===== src/rtl/periph_sched.sv =====
// periph_sched: round-robin time-slot scheduler that shares one start/mix
// datapath between two peripherals. A pending request is granted for
// max(run_len,1) cycles. The slot's first cycle is marked with a one-cycle
// slot_start pulse. A grant-free GAP cycle always separates two slots.
// Completed slots are counted in slot_cnt. Counter-wrap pulses from the
// peripherals are collected into sticky, individually clearable irq bits.
//
// Ports:
//   clk, rst          clock; asynchronous active-high reset
//   start             scheduler enable (level)
//   run_len [RUN_W]   slot length, 0 treated as 1, latched in ARB
//   req     [2]       per-peripheral slot request (level)
//   wrap_in [2]       per-peripheral counter-wrap pulse
//   irq_clr [2]       per-bit clear of irq_pending
//   grant   [2]       one-hot grant, 0 outside RUN
//   slot_start [2]    pulse on the first RUN cycle
//   busy              high in ARB, RUN and GAP
//   slot_cnt [CNT_W]  completed-slot counter, wraps
//   irq_pending [2]   sticky wrap flags
//   irq_any           registered OR of irq_pending
module periph_sched #(
    parameter int RUN_W = 4,
    parameter int CNT_W = 8
) (
    input  logic             clk,
    input  logic             rst,
    input  logic             start,
    input  logic [RUN_W-1:0] run_len,
    input  logic [1:0]       req,
    input  logic [1:0]       wrap_in,
    input  logic [1:0]       irq_clr,
    output logic [1:0]       grant,
    output logic [1:0]       slot_start,
    output logic             busy,
    output logic [CNT_W-1:0] slot_cnt,
    output logic [1:0]       irq_pending,
    output logic             irq_any
);

    localparam logic [1:0] S_IDLE = 2'd0;
    localparam logic [1:0] S_ARB  = 2'd1;
    localparam logic [1:0] S_RUN  = 2'd2;
    localparam logic [1:0] S_GAP  = 2'd3;

    logic [1:0]       state_q, state_d;
    logic             win_q, win_d;
    logic             last_q, last_d;
    logic [RUN_W-1:0] cnt_q, cnt_d;
    logic [1:0]       grant_q, grant_d;
    logic [1:0]       ss_q, ss_d;
    logic             busy_q, busy_d;
    logic [CNT_W-1:0] slot_cnt_q, slot_cnt_d;
    logic [1:0]       irq_q, irq_d;
    logic             irq_any_q, irq_any_d;

    always_comb begin
        state_d    = state_q;
        win_d      = win_q;
        last_d     = last_q;
        cnt_d      = cnt_q;
        slot_cnt_d = slot_cnt_q;
        ss_d       = 2'b00;
        case (state_q)
            S_IDLE: begin
                if (start && (|req)) state_d = S_ARB;
            end
            S_ARB: begin
                if (req == 2'b00) begin
                    state_d = S_IDLE;
                end else begin
                    // Both pending: hand the slot to whoever did not have the last one.
                    win_d   = (req == 2'b11) ? ~last_q : req[1];
                    cnt_d   = (run_len == '0) ? RUN_W'(1) : run_len;
                    state_d = S_RUN;
                    ss_d    = win_d ? 2'b10 : 2'b01;
                end
            end
            S_RUN: begin
                cnt_d = cnt_q - RUN_W'(1);
                // cnt_q==1 means this edge takes the counter to zero.
                if ((cnt_q == RUN_W'(1)) || !req[win_q]) begin
                    state_d    = S_GAP;
                    last_d     = win_q;
                    slot_cnt_d = slot_cnt_q + CNT_W'(1);
                end
            end
            default: begin // S_GAP
                state_d = (start && (|req)) ? S_ARB : S_IDLE;
            end
        endcase
        // Outputs are registered from the next state so they line up with it.
        grant_d = (state_d == S_RUN) ? (win_d ? 2'b10 : 2'b01) : 2'b00;
        busy_d  = (state_d != S_IDLE);
    end

    // Set wins over clear in the same cycle.
    assign irq_d     = (irq_q & ~irq_clr) | wrap_in;
    assign irq_any_d = |irq_q;

    always_ff @(posedge clk or posedge rst) begin
        if (rst) begin
            state_q    <= S_IDLE;
            win_q      <= 1'b0;
            last_q     <= 1'b1;
            cnt_q      <= '0;
            grant_q    <= 2'b00;
            ss_q       <= 2'b00;
            busy_q     <= 1'b0;
            slot_cnt_q <= '0;
            irq_q      <= 2'b00;
            irq_any_q  <= 1'b0;
        end else begin
            state_q    <= state_d;
            win_q      <= win_d;
            last_q     <= last_d;
            cnt_q      <= cnt_d;
            grant_q    <= grant_d;
            ss_q       <= ss_d;
            busy_q     <= busy_d;
            slot_cnt_q <= slot_cnt_d;
            irq_q      <= irq_d;
            irq_any_q  <= irq_any_d;
        end
    end

    assign grant       = grant_q;
    assign slot_start  = ss_q;
    assign busy        = busy_q;
    assign slot_cnt    = slot_cnt_q;
    assign irq_pending = irq_q;
    assign irq_any     = irq_any_q;

endmodule


===== config.mk =====
export PLATFORM = sky130hd
export DESIGN_NAME = periph_sched
export DESIGN_NICKNAME = d
export VERILOG_FILES = /design/src/rtl/periph_sched.sv
export SDC_FILE = /design/constraint.sdc
export NUM_CORES = 1
export LEC_CHECK = 0
export BUFFER_PORTS_ARGS = -buffer_cell sky130_fd_sc_hd__buf_2
export CAP_MARGIN = 10
export CORE_ASPECT_RATIO = 0.9
export CORE_MARGIN = 1
export CORE_UTILIZATION = 50
export DETAILED_ROUTE_END_ITERATION = 7
export MAX_ROUTING_LAYER = met4
export PLACE_DENSITY = 0.77
export SETUP_SLACK_MARGIN = 0.15
export SLEW_MARGIN = 10
export SYNTH_ARGS = -nofsm -noshare
export SYNTH_HDL_FRONTEND = slang
export SYNTH_SLANG_ARGS = --single-unit

===== constraint.sdc =====
create_clock -name clk -period 1.8 [get_ports clk]
set_input_delay 0.09 -clock clk [delete_from_list [all_inputs] [get_ports clk]]
set_output_delay 0.09 -clock clk [all_outputs]
set_load 0.02 [all_outputs]

* Word level (Yosys, flattened, before mapping)
Cells that the tools add are included.
** Storage, ports and cells
- Bits in registers :: 24
- Bits of input ports :: 13
- Output and inout bits :: 16
- Logic and storage cells :: 53
** Operators by class
- $add $sub $neg :: 2
- Order comparisons :: 1
- Equal/unequal tests :: 6
- Muxes and demuxes :: 18
- Bitwise operators :: 4
- Reduce and logical (&&, ||, !) cells :: 12
** Operators with widths (count)
- 2-bit 2-to-1 mux :: 8
- 8-bit by 1-bit adder with 8-bit output (second input constant) :: 1
- 4-bit 2-to-1 mux :: 2
- 4-bit one-hot mux with 2 select lines :: 1
- 2-bit == test (second input constant) :: 3
- 1-bit 2-to-1 mux :: 6
- 2-bit one-hot mux with 3 select lines :: 1
- 4-bit by 1-bit == test with 1-bit output (second input constant) :: 1
- 2-bit zero test :: 2
- 4-bit zero test :: 1
- 2-bit AND reduction :: 2
- 2-bit nonzero test :: 2
- 2-bit OR reduction :: 2
- 4-bit by 1-bit subtractor with 4-bit output (second input constant) :: 1
- 2-bit AND :: 1
- 2-bit by 1-bit == test with 1-bit output (second input constant) :: 1
- 1-bit by 2-bit < comparator with 1-bit output (second input constant) :: 1
- 2-bit != test (second input constant) :: 1
- 2-bit NOT :: 1
- 2-bit OR :: 1
- 1-bit logical AND :: 1
- 1-bit zero test :: 1
- 1-bit logical OR :: 1
- 1-bit NOT :: 1

* Depth between registers and ports, before layout
- Word-level depth :: 8
- Depth in mapped cells :: 6
- Depth with buffers taken out :: 6

* Least setup slack after synthesis
OpenSTA, ideal clock, no wires.
- Kind :: reg2reg
- Start :: register cnt_q[1]
- End :: register slot_cnt_q[1], in the netlist slot_cnt[1]
- Arrival :: 1.524 ns
- Setup slack :: 0.151 ns
- Stages on the path, launching flop included :: 6
- Path buffers :: 0
- Period minus slack after synthesis :: 1.649 ns
- Path through :: dfrtp_1 inv_1 ha_1 or3b_4 a21oi_4 mux2_2
** On the way
- Word-level cells in the longest chain between the ends :: 3
** RTL lines
- start, declared :: line 48 : logic [RUN_W-1:0] cnt_q, cnt_d;
- start signal, assigned :: line 116 : cnt_q <= cnt_d;
- 4-bit by 1-bit == test with 1-bit output :: line 81 : if ((cnt_q == RUN_W'(1)) || !req[win_q]) begin
- 1-bit logical OR :: line 81
- 2-bit AND reduction (no line)
- end signal, assigned :: line 120 : slot_cnt_q <= slot_cnt_d;
- end, declared :: line 52 : logic [CNT_W-1:0] slot_cnt_q, slot_cnt_d;
No other way between the ends.
A chain may end at the register's enable or synchronous reset.

* Worst setup path after layout
- Start :: register cnt_q[1]
- End :: register slot_cnt_q[4], in the netlist slot_cnt[4]
The elaborated chain is that of the path after synthesis.

==> results.py <==
metrics = {
    "status": {
        "outcome": "completed",
    },
    "timing": {
        "post-route-period-util_pct": 94.8,
        "max_slew.worst_pin.slew_ns": 0.504,
        "timing_max_transition_violations_final": 0,
        "fmax_ghz": 0.586,
        "timing.final.hold_violations": 0,
        "worst_hold_check_slack_ns": 0.0252,
        "skew_ns": 0.00372,
        "finalSetupTns_ns": 0,
        "rsz0062_at_grt": "yes",
        "final.min_clock_period_ns": 1.71,
        "setup_viol_count_final": 0,
        "max_slew_margin_pct": 66.2,
    },
    "grt": {
        "routing_layer_with_the_top_usage_in_global_route": "met2",
        "grt_max_degree": 16,
        "grt_first_pass_wirelength_um": 3190,
        "initial_antenna_violation_count": 0,
        "grt_use_met1_pct": 25.1,
        "grt.met3_usage_pct": 2.67,
        "first_global_vias": 764,
        "globalRouteMet2Util_pct": 32.0,
        "groute.usage.overall_pct": 20.0,
        "gr_ovfl_total": 0,
    },
    "place": {
        "numPlacedInstances": 149,
        "placer_congestion_estimate": 0.820,
        "portBuffers": 28,
        "hpwl_um": 1410,
    },
    "synthesis": {
        "synth_edf_count": 0,
        "ys_seq_elements": 24,
        "synth_cells": 95,
        "area_of_the_mapped_netlist_um2": 1060,
        "synth-seq-area-share_pct": 56.5,
        "ys.flop_type": "dfrtp_1",
        "mean_cell_area_of_the_mapped_netlist_um2": 11.2,
        "synth_largest_area_cell": "dfrtp_1",
        "synth-warning-count": 0,
        "yosys-top-cells-count": "dfrtp_1, inv_1, xnor2_1",
        "synthDominantCellAreaShare_pct": 54.1,
        "postSynth.asyncResetShare_pct": 100,
        "yosys.cell_count.top_type": "dfrtp_1",
        "syn-num-nets": 111,
        "synth_cell_type_count": 26,
        "netlist_top_cells_area": "dfrtp_1, xnor2_1, ha_1",
    },
    "final_layout": {
        "fillerInstances": 151,
        "layout-area-overhead-vs-synth_pct": 32.2,
        "final_layout_size_suffix_gt1_share_pct": 39.1,
        "nets": 155,
        "finalNonFillerCells": 163,
        "post_route_utilization_pct": 72.1,
        "diodes": 0,
    },
    "cts": {
        "root_buffer": "clkbuf_4",
        "ctsHtreeMaxLevel": 1,
        "cts_buffers": 3,
        "worstSkewPairLatency_ns": 0.31,
        "numClockSinks": 24,
        "clk_path_buf_depth": 2,
        "cts.clk_slew.worst_paths_ns": 0.13,
        "clock_tree_from_tritoncts": "done",
    },
    "setup_path": {
        "endpoint": "slot_cnt[4]",
        "r2r_slack_ns": 0.09,
        "startpoint_type": "flip-flop",
        "first_element_of_the_critical_path": "cnt_q[1]",
        "crit_fanout": 5,
        "timing.critical_path.arrival_ns": 1.92,
        "cp_data_required_time_ns": 2.02,
        "worstReg2RegEnd": "slot_cnt[4]",
        "critPathCaptureType": "flip-flop",
        "reg2reg_depth": 7,
        "crit_type": "flip-flop to flip-flop",
        "regToRegStartpoint": "cnt_q[1]",
    },
    "min_path": {
        "hold_path_depth": 2,
        "hold_path_class": "primary input to flip-flop",
    },
    "job": {
        "max_cap_violations": 0,
    },
    "pwr": {
        "design_power_total_uw": 2090,
        "seq_power_share_pct": 42.6,
        "power_density_nw_per_um2": 1490,
        "switching_share_pct": 38.9,
        "power.internal_uw": 1280,
        "cell_leakage_power_uw": 0.000699,
        "p_switching_uw": 816,
        "power.share.clock_pct": 13.4,
        "ir_drop_v": 0.000918,
        "share_comb_of_total_power_pct": 44.0,
    },
    "drt": {
        "drt-initial-drc-count": 9,
        "vias_after_detailed_routing": 845,
        "route.detailed.wl_per_inst_um": 12.8,
        "antenna_left": 0,
        "detailedRoute.firstPassIterationCount": 4,
        "viasPerCell": 5.18,
        "drc": 0,
        "postRouteWirelength_um": 2090,
    },
    "floorplan": {
        "die_h_um": 45.8,
        "io-pin-count": 29,
        "floorplan.die_area_um2": 2320,
        "die_w_um": 50.6,
        "core_area_um2": 1950,
        "fp-row-count": 15,
        "starting_utilization_of_the_core_area_pct": 54.6,
    },
}
[metrics by stage]
stage	cell area [µm²]	worst slack (ns)
2_1_floorplan	1060	0.151
3_3_place_gp	1240	0.0932
3_5_place_dp	1240	0.0568
4_1_cts	1360	0.117
5_1_grt	1410	0.0157
6_report	1410	0.0929
[cell families (layout without fill, tap and decap cells)]
family | after synthesis | after routing | synth area share [%]
buffers and inverters | 7 | 50 | 2.47
flip-flops | 24 | 24 | 56.5
adder cells (fa/ha/maj) | 3 | 3 | 3.53
AO/OA/AOI/OAI | 14 | 14 | 8.70
multiplexers | 5 | 5 | 5.05
XOR/XNOR | 8 | 8 | 6.58
AND/OR/NAND/NOR | 34 | 34 | 17.2
[final cells by class]
class                   count  area [µm²]  share of cell area [%]
inverters                   7        26.3                    1.87
repair buffers             39         241                    17.2
flip-flops and latches     24         603                    42.8
multi-input cells          64         469                    33.3
well taps                  25        31.3                    2.22
clock buffers               4        36.3                    2.58
[placed cells by master, fill, tap and decap left out, drive strengths merged]
| cell type | netlist | final |
|---|---|---|
| a211oi | 1 | 1 |
| a21o | 2 | 2 |
| a21oi | 5 | 5 |
| and2 | 4 | 4 |
| and3 | 2 | 2 |
| buf | 0 | 36 |
| clkbuf | 0 | 4 |
| dfrtp | 23 | 23 |
| dfstp | 1 | 1 |
| dlygate4sd3 | 0 | 3 |
| ha | 3 | 3 |
| inv | 7 | 7 |
| mux2 | 3 | 3 |
| mux2i | 2 | 2 |
| nand2 | 5 | 5 |
| nand2b | 3 | 3 |
| nand3 | 5 | 5 |
| nand4 | 2 | 2 |
| nor2 | 5 | 5 |
| nor2b | 3 | 3 |
| nor3 | 3 | 3 |
| o21ai | 5 | 5 |
| o221ai | 1 | 1 |
| or2 | 1 | 1 |
| or3b | 1 | 1 |
| xnor2 | 6 | 6 |
| xor2 | 2 | 2 |
[how the worst min path moves through the flow]
stage | from | slack [ns] | end
finish | req[1] | 0.03 | slot_start[0]
global route | req[1] | 0.03 | slot_start[0]
CTS | req[1] | 0.009 | slot_start[0]
detailed placement | rst | 0.07 | irq_pending[0]
global placement | rst | 0.07 | irq_pending[0]
floorplan | rst | 0.10 | busy
[power groups by stage]
| stage | sequential, µW | clock, µW | combinational [µW] |
|---|---|---|---|
| 4_1_cts | 875 | 284 | 846 |
| 6_report | 893 | 281 | 922 |
| 3_3_place_gp | 878 | 0 | 730 |
| 3_5_place_dp | 888 | 0 | 750 |
| 2_1_floorplan | 985 | 0 | 429 |
| 5_1_grt | 919 | 305 | 1000 |
[sequential cells by signal, indices dropped and copies added (netlist names)]
signal / flops
irq_any: 1
win_q: 1
grant: 2
cnt_q: 4
state_q: 2
irq_pending: 2
slot_start: 2
busy: 1
slot_cnt: 8
last_q: 1
[repair_timing]
item                                   4_1_cts  5_1_grt
setup endpoints to repair                    7        9
endpoints found under the hold margin       11        0
buffers inserted                             6        1
gates resized for setup                      4        9
cloned                                       0        0
hold buffers                                 3        0
pin swaps                                    2        3
[critical path: stages (launching register included)]
cell,delay (ns)
dfrtp_1,0.41
inv_2,0.09
ha_4,0.12
or3b_4,0.39
a21oi_4,0.22
buf_4,0.15
nand4_1,0.10
xnor2_1,0.14
[routing by layer]
metal / up-vias / part of all wire, %
met4: 0 / 2.1
li1: 408 / -
met1: 401 / 45
met3: 6 / 4.9
met2: 30 / 48
met5: - / 0
Note: power is estimated with default switching activity, not from simulation.
